### src/rtl/fc_act_packer.sv
// fc_act_packer: post-processing stage behind the FC PE array.
// For each node it adds the node's bias and applies ReLU. The result is
// right-shifted for requantisation and saturated to an unsigned byte.
// PACK results are packed into one output-buffer word per write.
// Pipeline: p1 = bias read issued, p2 = bias returns, p3 = activation ready,
// then the lane merge registers the output-buffer write.
module fc_act_packer #(
    parameter int PSUM_W = 24,
    parameter int BIAS_W = 16,
    parameter int OUT_W  = 8,
    parameter int PACK   = 4
) (
    input  logic                     clk,
    input  logic                     rst_n,
    input  logic                     start_i,
    input  logic [4:0]               shift_i,
    input  logic                     valid_i,
    input  logic                     last_i,
    input  logic signed [PSUM_W-1:0] psum_i,
    output logic                     bias_rden_o,
    output logic [6:0]               bias_rdptr_o,
    input  logic signed [BIAS_W-1:0] bias_rdata_i,
    output logic                     obuf_wren_o,
    output logic [4:0]               obuf_wraddr_o,
    output logic [OUT_W*PACK-1:0]    obuf_wdata_o,
    output logic [PACK-1:0]          obuf_wstrb_o,
    output logic                     busy_o,
    output logic                     done_o,
    output logic                     err_o
);

    // PACK is assumed to be a power of two, so the lane is the low index bits
    localparam int LANE_W = $clog2(PACK);
    localparam int WORD_W = OUT_W * PACK;

    typedef enum logic [1:0] {
        S_IDLE  = 2'd0,
        S_RUN   = 2'd1,
        S_FLUSH = 2'd2,
        S_DONE  = 2'd3
    } state_t;

    state_t      state_q, state_d;
    logic [4:0]  shift_q, shift_d;
    logic [6:0]  idx_q, idx_d;
    logic        err_q, err_d;
    logic        done_q, done_d;
    logic        accept;
    logic        start_ok;

    // stage 1: bias read in flight
    logic                     vld_p1_q;
    logic                     last_p1_q;
    logic [6:0]               rdptr_p1_q;
    logic signed [PSUM_W-1:0] psum_p1_q;

    // stage 2: bias data on bias_rdata_i
    logic                     vld_p2_q;
    logic                     last_p2_q;
    logic [6:0]               idx_p2_q;
    logic signed [PSUM_W-1:0] psum_p2_q;

    // stage 3: activation ready for lane merge
    logic                     vld_p3_q;
    logic                     last_p3_q;
    logic [6:0]               idx_p3_q;
    logic [OUT_W-1:0]         act_p3_q;

    // lane accumulator and write port registers
    logic [WORD_W-1:0]        lanes_q;
    logic [PACK-1:0]          strb_q;
    logic [LANE_W-1:0]        lane;
    logic [WORD_W-1:0]        merged_data;
    logic [PACK-1:0]          merged_strb;
    logic                     flush;
    logic                     wren_q;
    logic [4:0]               wraddr_q;
    logic [WORD_W-1:0]        wdata_q;
    logic [PACK-1:0]          wstrb_q;

    // Bias add at PSUM_W+1 bits (cannot overflow), ReLU, then truncating shift
    function automatic logic [PSUM_W:0] relu_shift(
        input logic signed [PSUM_W-1:0] p,
        input logic signed [BIAS_W-1:0] b,
        input logic [4:0]               sh
    );
        logic signed [PSUM_W:0] sum;
        sum = $signed({p[PSUM_W-1], p})
            + $signed({{(PSUM_W + 1 - BIAS_W){b[BIAS_W-1]}}, b});
        if (sum[PSUM_W]) begin
            return '0;
        end
        return $unsigned(sum) >> sh;
    endfunction

    // Clamp a non-negative value to the unsigned activation range
    function automatic logic [OUT_W-1:0] sat_u(input logic [PSUM_W:0] v);
        if (|v[PSUM_W:OUT_W]) begin
            return '1;
        end
        return v[OUT_W-1:0];
    endfunction

    // Layer FSM: next state, node counter, sticky error and done pulse
    always_comb begin
        state_d  = state_q;
        shift_d  = shift_q;
        idx_d    = idx_q;
        err_d    = err_q;
        done_d   = 1'b0;
        start_ok = 1'b0;
        accept   = 1'b0;
        case (state_q)
            S_IDLE: begin
                if (start_i) begin
                    state_d  = S_RUN;
                    shift_d  = shift_i;
                    idx_d    = '0;
                    start_ok = 1'b1;
                end
            end
            S_RUN: begin
                if (valid_i) begin
                    accept = 1'b1;
                    idx_d  = idx_q + 7'd1;
                    if (last_i) begin
                        state_d = S_FLUSH;
                    end
                end
            end
            S_FLUSH: begin
                // the last node's write is registered this cycle
                if (vld_p3_q && last_p3_q) begin
                    state_d = S_DONE;
                end
            end
            S_DONE: begin
                state_d = S_IDLE;
                done_d  = 1'b1;
            end
            default: state_d = S_IDLE;
        endcase
        if (valid_i && (state_q != S_RUN)) begin
            err_d = 1'b1;
        end
    end

    // FSM and layer control registers
    always_ff @(posedge clk) begin
        if (!rst_n) begin
            state_q <= S_IDLE;
            shift_q <= '0;
            idx_q   <= '0;
            err_q   <= 1'b0;
            done_q  <= 1'b0;
        end else begin
            state_q <= state_d;
            shift_q <= shift_d;
            idx_q   <= idx_d;
            err_q   <= err_d;
            done_q  <= done_d;
        end
    end

    // Stage 1 control: issue bias read for the accepted node
    always_ff @(posedge clk) begin
        if (!rst_n) begin
            vld_p1_q   <= 1'b0;
            last_p1_q  <= 1'b0;
            rdptr_p1_q <= '0;
        end else begin
            vld_p1_q  <= accept;
            last_p1_q <= accept && last_i;
            if (accept) begin
                rdptr_p1_q <= idx_q;
            end
        end
    end

    // Stage 1 data: hold psum while the bias is fetched
    always_ff @(posedge clk) begin
        if (accept) begin
            psum_p1_q <= psum_i;
        end
    end

    // Stage 2/3 control: valid and last follow the node down the pipe
    always_ff @(posedge clk) begin
        if (!rst_n) begin
            vld_p2_q  <= 1'b0;
            last_p2_q <= 1'b0;
            vld_p3_q  <= 1'b0;
            last_p3_q <= 1'b0;
        end else begin
            vld_p2_q  <= vld_p1_q;
            last_p2_q <= last_p1_q;
            vld_p3_q  <= vld_p2_q;
            last_p3_q <= last_p2_q;
        end
    end

    // Stage 2/3 data: psum meets its bias, activation computed
    always_ff @(posedge clk) begin
        if (vld_p1_q) begin
            psum_p2_q <= psum_p1_q;
            idx_p2_q  <= rdptr_p1_q;
        end
        if (vld_p2_q) begin
            act_p3_q <= sat_u(relu_shift(psum_p2_q, bias_rdata_i, shift_q));
            idx_p3_q <= idx_p2_q;
        end
    end

    // Lane merge: drop the activation into its byte lane, decide on a write
    always_comb begin
        lane        = idx_p3_q[LANE_W-1:0];
        merged_data = lanes_q;
        merged_strb = strb_q;
        merged_data[int'(lane)*OUT_W +: OUT_W] = act_p3_q;
        merged_strb[lane] = 1'b1;
        flush = vld_p3_q && ((&lane) || last_p3_q);
    end

    // Lane accumulator and registered output-buffer write
    always_ff @(posedge clk) begin
        if (!rst_n) begin
            lanes_q  <= '0;
            strb_q   <= '0;
            wren_q   <= 1'b0;
            wraddr_q <= '0;
            wdata_q  <= '0;
            wstrb_q  <= '0;
        end else begin
            wren_q <= flush;
            if (flush) begin
                wraddr_q <= idx_p3_q[6:LANE_W];
                wdata_q  <= merged_data;
                wstrb_q  <= merged_strb;
                lanes_q  <= '0;
                strb_q   <= '0;
            end else begin
                wraddr_q <= '0;
                wdata_q  <= '0;
                wstrb_q  <= '0;
                if (start_ok) begin
                    lanes_q <= '0;
                    strb_q  <= '0;
                end else if (vld_p3_q) begin
                    lanes_q <= merged_data;
                    strb_q  <= merged_strb;
                end
            end
        end
    end

    assign bias_rden_o   = vld_p1_q;
    assign bias_rdptr_o  = rdptr_p1_q;
    assign obuf_wren_o   = wren_q;
    assign obuf_wraddr_o = wraddr_q;
    assign obuf_wdata_o  = wdata_q;
    assign obuf_wstrb_o  = wstrb_q;
    assign busy_o        = (state_q != S_IDLE);
    assign done_o        = done_q;
    assign err_o         = err_q;

endmodule

### config.mk
export PLATFORM = sky130hd
export DESIGN_NAME = fc_act_packer
export DESIGN_NICKNAME = d
export VERILOG_FILES = /design/src/rtl/fc_act_packer.sv
export SDC_FILE = /design/constraint.sdc
export NUM_CORES = 1
export LEC_CHECK = 0
export CELL_PAD_IN_SITES_DETAIL_PLACEMENT = 1
export CELL_PAD_IN_SITES_GLOBAL_PLACEMENT = 2
export CORE_ASPECT_RATIO = 1.75
export CORE_MARGIN = 3
export CORE_UTILIZATION = 39
export CTS_CLUSTER_DIAMETER = 60
export CTS_CLUSTER_SIZE = 12
export DETAILED_ROUTE_END_ITERATION = 8
export PLACE_DENSITY = 0.84
export REMOVE_ABC_BUFFERS = 1
export SYNTH_ARGS = -nofsm -noshare
export SYNTH_HDL_FRONTEND = slang
export SYNTH_SLANG_ARGS = --single-unit
### constraint.sdc
create_clock -name clk -period 7.4 [get_ports clk]
set_clock_uncertainty 0.2 [all_clocks]
set_input_delay 1.48 -clock clk [delete_from_list [all_inputs] [get_ports clk]]
set_output_delay 1.48 -clock clk [all_outputs]
set_load 0.01 [all_outputs]
==> out/results.txt, run 1 <==
CTS clk-pin slew, worst paths -> 0.07 ns
CTS buffer count -> 17
Least-Margin Pin Slew -> 0.958 ns
Power Density -> 262 nW/um^2
Crit-path most repeated cell -> a21oi_2
Gate Count Post-Synth -> 943
Reg2Reg Setup Slack -> 2.92 ns
Slew Limit Headroom -> 35.5%
RSZ-0062 raised after global routing -> no
Leading register cell type out of synthesis -> dfxtp_1
Worst hold path stage count -> 0
Fillers -> 2,596
Critical Path Slowest Stage Cell -> clkdlybuf4s50_1
Antenna violations before repair -> 0
Status -> complete, no violations
CP required -> 7.39 ns
Critical path class -> in2reg
Hold Startpoint -> idx_p2_q[4]$_DFFE_PP_
ANT cells -> 0
CP max FO -> 9
Total clock sinks -> 177
Die footprint -> 25,200 sq um
Avg Inst Size Synth -> 9.64 sq um
Worst R2R Start -> psum_p2_q[12]$_DFFE_PP_
Post-DR vias/cell -> 5.45
Yosys warns -> 0
CTS Hold Buffers Added -> 0
LEAKAGE -> 3.85 nW
Peak supply drop -> 0.243 mV
Most frequent cells in the layout -> nor2_1 (130), dfxtp_1 (107), clkdlybuf4s50_1 (102)
Skew-Pair Late Insertion Delay -> 0.45 ns
CP top delay family -> compound AO/OA/AOI/OAI gates
P&R area growth vs syn -> 20.2%
Post-Route WL -> 24,400 um
Fmax -> 178 MHz
Initial Utilization -> 39.8%
ANT nets after route -> 0
Hpwl dp -> 19,100 um
Clock Root Buffer -> clkbuf_16
First-pass GRT wire length -> 39,500 um
Ratio of cells with drive above 1 in the final layout -> 9.39%
Core footprint -> 22,800 sq um
Final Power -> 2.86 mW
Final worst slack -> 1.79 ns
Row cnt -> 73
Maximum clock insertion buffer count -> 2
Max cap viols -> 0
Setup_tns -> 0 ns
Yosys cell types -> 90
Worst Hold End -> idx_p3_q[4]$_DFFE_PP_
Crit share post-route -> 75.8%
DR DRC count -> 0
H-tree Lvls -> 4
Reg-to-Reg End -> act_p3_q[1]$_SDFFCE_PP1P_
Hold Slack -> 0.219 ns
Worst hold path class -> reg2reg
Placed cell count -> 1,301
Post-CTS setup buffer count -> 0
Final nets -> 1,109
Port Buf Inserts -> 102
Vias in the first global route -> 7,645
Worst setup EP type -> flip-flop
Mapped Area -> 9090 sq um
Largest stage delay on the critical path -> 0.62 ns
CP Launch Type -> input port
Worst slack, placed -> 1.41 ns
DR vias -> 7,271
# resized after CTS -> 0
Final Slew Violations -> 0
EDFF count, synth -> 70
Total routing usage reported by global routing -> 19.9%
Final Hold Fails -> 0
Chip height -> 208 um
Pin count of the biggest net entering global routing -> 38
Wire per inst -> 18.3 um
FF-to-FF path depth -> 13
Drt pass-1 iters -> 4
Gp weighted congestion -> 0.880
Design area -> 10,900 sq um
#FFs+latches synth -> 177
Post-route minimum period -> 5.61 ns
Post-Layout Cell Count -> 1,333
Register area share after synthesis -> 46.7%
Commonest non-fill, non-tap cell in the layout -> nor2_1
Buf/Inv on CP -> 2
Die W -> 121 um
Number of I/O pins -> 103
Crit-path cells -> clkdlybuf4s50_1 -> ha_1 -> a21oi_2 -> o21ai_1 -> a21oi_1 -> a2bb2oi_1 -> nand2_1 -> nand2b_1 -> inv_1 -> a311oi_1 -> nand4_1 -> a21oi_2 -> a21oi_2 -> or3_1
Final setup viols -> 0
GRT Residual Overflow -> 0
Asr flop ratio synth -> 0%
Utilization after layout -> 47.8%
CTS tree -> yes
CP Data Arrival Time -> 5.60 ns
Starting DRT DRC Count -> 268
Area after DPL -> 10,300 sq um
==> power by group <==
part	total, mW	switching, mW	internal (mW)
clock network	0.904	0.423	0.481
registers	1.12	0.0361	1.08
logic	0.835	0.539	0.296
total	2.86	0.998	1.86
==> cell usage after synthesis, types with 3 or more instances <==
cell	number	area, sq um
o21ai_0	21	105
a2bb2oi_2	3	45.0
clkbuf_1	31	116
and2_1	19	119
a2111oi_2	4	60.1
buf_2	14	70.1
buf_1	5	18.8
o21ai_1	5	25.0
a211oi_1	11	82.6
or3_1	5	31.3
o221a_2	3	33.8
a211o_1	4	35.0
nand2_1	78	293
a31oi_1	11	68.8
nor2_1	130	488
xor2_1	9	78.8
nor2b_1	35	219
a211oi_2	3	37.5
ha_1	38	475
nor3_1	11	55.1
o22ai_1	9	56.3
nand2b_1	3	18.8
inv_1	20	75.1
and3_1	3	18.8
a22oi_1	38	285
nand3_1	13	65.1
dfxtp_1	107	2140
a21o_1	8	60.1
edfxtp_1	70	2100
nand4_1	12	75.1
o21a_1	6	45.0
clkinv_1	3	11.3
xnor2_1	13	114
mux2i_1	17	170
a21oi_1	89	445
a21oi_2	13	114
o211ai_1	12	90.1
==> cell type report <==
cell class	instances	area (sq um)	share of cell area, %
sequential	177	4240	38.9
tap	300	375	3.44
clock buffer	17	425	3.90
inverter	24	90.1	0.825
timing repair buffer	110	1080	9.90
clock inverter	15	170	1.56
multi-input combinational	690	4530	41.5
==> kinds of logic after synthesis <==
family | count (synthesis) | share of synthesized area, %
multiplexers | 20 | 2.37
AO/OA/AOI/OAI | 274 | 21.5
buffers and inverters | 76 | 3.41
adder cells (fa/ha/maj) | 39 | 5.45
flip-flops | 177 | 46.7
AND/OR/NAND/NOR | 332 | 17.8
XOR/XNOR | 25 | 2.78
==> per-layer routing <==
layer	part of all wire [%]	vias to the layer above	GRT usage, %	wire length, um
met5	0	-	0	0
met4	5.5	0	11.5	1340
met3	2.7	65	3.70	663
met2	57	145	38.7	13900
met1	35	3490	18.7	8510
li1	-	3571	-	-
==> registers in the layout, summed over array words and instances, names as in the netlist, 2 cells and up <==
signal and count:
act_p3_q 8, bias_rdptr_o 7, idx_p2_q 7, idx_p3_q 7, idx_q 7, lanes_q 32, obuf_wdata_o 32, obuf_wraddr_o 5
obuf_wstrb_o 4, psum_p1_q 24, psum_p2_q 24, shift_q 5, state_q 2, strb_q 4
==> how the worst max path moves through the flow <==
stage                                 from                   endpoint  slack, ns  cells after the start
after floorplan            bias_rdata_i[0]  act_p3_q[2]$_SDFFCE_PP1P_       2.40                     14
after global placement     bias_rdata_i[0]  act_p3_q[2]$_SDFFCE_PP1P_       1.46                     15
after detailed placement  bias_rdata_i[15]  act_p3_q[2]$_SDFFCE_PP1P_       1.41                     14
after CTS                 bias_rdata_i[15]  act_p3_q[2]$_SDFFCE_PP1P_       1.85                     14
after global routing      bias_rdata_i[15]  act_p3_q[2]$_SDFFCE_PP1P_       1.50                     14
final                     bias_rdata_i[15]  act_p3_q[2]$_SDFFCE_PP1P_       1.79                     14
Power figures use the tool's default switching activity.
==> inputs of run 2 (changes only) <==
- CORE_UTILIZATION: 39 -> 36
- PLACE_DENSITY: 0.84 -> 0.78
- clock period: 7.4 -> 5.24 ns (I/O delays scaled with it)
==> run 2 against run 1 <==
Hold slack better by 0.0062 ns. Highest routed layer unchanged. Utilization is 1.1 points lower. Largest cell class unchanged. Global-route usage is 0.48 points lower. Via count is 5.5% higher. Sequential power is 42% higher. Clock-buffer cell count is 6 higher. Sequential share of layout area is 2.2 points lower. Register-to-register slack worse by 2.0 ns. Power is 45% higher. Combinational power is 60% higher. Critical path depth is 3 higher. Clock power is 36% higher.
==> out/results.txt, run 2 (synthesized netlist as in run 1, its figures left out) <==
Crit share post-route -> 94.6%
Starting DRT DRC Count -> 272 (was 268)
Slew Limit Headroom -> 37.0% (was 35.5%)
Final Hold Fails -> 0 (unchanged)
Row cnt -> 76 (was 73)
Least-Margin Pin Slew -> 0.938 ns (was 0.958 ns)
Peak supply drop -> 0.248 mV (was 0.243 mV)
Worst R2R Start -> psum_p2_q[0]$_DFFE_PP_ (was psum_p2_q[12]$_DFFE_PP_)
Design area -> 11,600 sq um (was 10,900 sq um)
CP Data Arrival Time -> 4.94 ns (was 5.60 ns)
Critical path class -> in2reg (unchanged)
Skew-Pair Late Insertion Delay -> 0.44 ns (was 0.45 ns)
Fmax -> 202 MHz
DR vias -> 7,668 (was 7,271)
CTS tree -> yes (unchanged)
Worst setup EP type -> flip-flop (unchanged)
Core footprint -> 24,700 sq um (was 22,800 sq um)
Wire per inst -> 17.9 um (was 18.3 um)
Ratio of cells with drive above 1 in the final layout -> 16.1% (was 9.39%)
Die footprint -> 27,300 sq um (was 25,200 sq um)
First-pass GRT wire length -> 42,000 um (was 39,500 um)
# resized after CTS -> 0 (unchanged)
Worst hold path class -> reg2reg (unchanged)
Initial Utilization -> 36.8% (was 39.8%)
Clock Root Buffer -> clkbuf_16 (unchanged)
Post-CTS setup buffer count -> 0 (unchanged)
RSZ-0062 raised after global routing -> no (unchanged)
P&R area growth vs syn -> 27.2% (was 20.2%)
Post-DR vias/cell -> 5.35 (was 5.45)
Post-Layout Cell Count -> 1,433 (was 1,333)
Status -> complete, no violations (unchanged)
ANT nets after route -> 0 (unchanged)
Most frequent cells in the layout -> nor2_1 (130), dfxtp_1 (107), clkdlybuf4s50_1 (102) (unchanged)
LEAKAGE -> 4.26 nW (was 3.85 nW)
CP max FO -> 5 (was 9)
Drt pass-1 iters -> 4 (unchanged)
Total clock sinks -> 177 (unchanged)
Setup_tns -> 0 ns (unchanged)
FF-to-FF path depth -> 16 (was 13)
Die W -> 126 um (was 121 um)
Placed cell count -> 1,401 (was 1,301)
H-tree Lvls -> 4 (unchanged)
DR DRC count -> 0 (unchanged)
Worst Hold End -> psum_p2_q[11]$_DFFE_PP_ (was idx_p3_q[4]$_DFFE_PP_)
Maximum clock insertion buffer count -> 2 (unchanged)
Hpwl dp -> 20,200 um (was 19,100 um)
Total routing usage reported by global routing -> 19.4% (was 19.9%)
Reg-to-Reg End -> act_p3_q[2]$_SDFFCE_PP1P_ (was act_p3_q[1]$_SDFFCE_PP1P_)
Post-route minimum period -> 4.96 ns
Post-Route WL -> 25,700 um (was 24,400 um)
Final nets -> 1,197 (was 1,109)
CTS clk-pin slew, worst paths -> 0.06 ns (was 0.07 ns)
Worst hold path stage count -> 0 (unchanged)
Reg2Reg Setup Slack -> 0.97 ns (was 2.92 ns)
Port Buf Inserts -> 102 (unchanged)
Number of I/O pins -> 103 (unchanged)
Gp weighted congestion -> 0.875 (was 0.880)
Vias in the first global route -> 8,048 (was 7,645)
Final Slew Violations -> 0 (unchanged)
Commonest non-fill, non-tap cell in the layout -> nor2_1 (unchanged)
Antenna violations before repair -> 0 (unchanged)
CP Launch Type -> input port (unchanged)
GRT Residual Overflow -> 0 (unchanged)
Max cap viols -> 0 (unchanged)
Area after DPL -> 11,000 sq um (was 10,300 sq um)
Power Density -> 360 nW/um^2 (was 262 nW/um^2)
CP required -> 5.23 ns (was 7.39 ns)
Pin count of the biggest net entering global routing -> 38 (unchanged)
CTS buffer count -> 17 (unchanged)
ANT cells -> 0 (unchanged)
Hold Startpoint -> psum_p1_q[11]$_DFFE_PP_ (was idx_p2_q[4]$_DFFE_PP_)
Final setup viols -> 0 (unchanged)
CTS Hold Buffers Added -> 0 (unchanged)
Chip height -> 216 um (was 208 um)
## run 2: power by group
part	switching, mW	internal (mW)
Combinational	0.781	0.558
Clock	0.559	0.671
Sequential	0.0572	1.53
## run 2: layout make-up
cell class / instances / area, sq um
multi-input combinational: 690 / 4530
clock inverter: 9 / 72.6
tap: 312 / 390
fill: 2811 / 13200
timing repair buffer: 198 / 1740
inverter: 24 / 90.1
clock buffer: 23 / 490
sequential: 177 / 4240
## run 2: how the worst max path moves through the flow
| stage | endpoint | depth (start not counted) | from | slack [ns] |
|---|---|---|---|---|
| floorplan | act_p3_q[2]$_SDFFCE_PP1P_ | 14 | bias_rdata_i[0] | 0.67 |
| global placement | act_p3_q[2]$_SDFFCE_PP1P_ | 15 | bias_rdata_i[0] | -0.15 |
| detailed placement | act_p3_q[2]$_SDFFCE_PP1P_ | 14 | bias_rdata_i[15] | -0.18 |
| CTS | act_p3_q[2]$_SDFFCE_PP1P_ | 15 | bias_rdata_i[0] | 0.28 |
| global route | act_p3_q[2]$_SDFFCE_PP1P_ | 15 | bias_rdata_i[0] | 0.05 |
| finish | act_p3_q[2]$_SDFFCE_PP1P_ | 17 | bias_rdata_i[0] | 0.28 |
## run 2: metal layers
layer,track usage (%),vias to the layer above,routed length [um]
met5,0,-,0
met4,9.95,0,1100
met3,3.11,61,652
met2,38.7,153,15000
met1,18.6,3708,8950
li1,-,3746,-
## run 2: worst max-delay path: stages
cell and delay [ns]:
clkdlybuf4s50_1 0.46, ha_1 0.18, inv_1 0.06, fa_1 0.38
and2b_1 0.27, o2111ai_2 0.15, a211oi_2 0.24, buf_4 0.17
o211a_1 0.18, o21ai_2 0.10, a21oi_1 0.14, o21ai_1 0.09
a2111oi_0 0.58, o211ai_1 0.17, a21oi_2 0.24, a21oi_2 0.11
or3_1 0.38
## run 2: through the flow
step	power, mW	worst slack [ns]	hold slack [ns]	util (%)
floorplan	2.41	0.674	0.200	-
global placement	2.95	-0.147	0.200	44.5
detailed placement	2.97	-0.177	0.206	44.5
CTS	4.21	0.280	0.222	46.8
global route	4.39	0.0544	0.236	46.8
finish	4.16	0.283	0.225	46.8
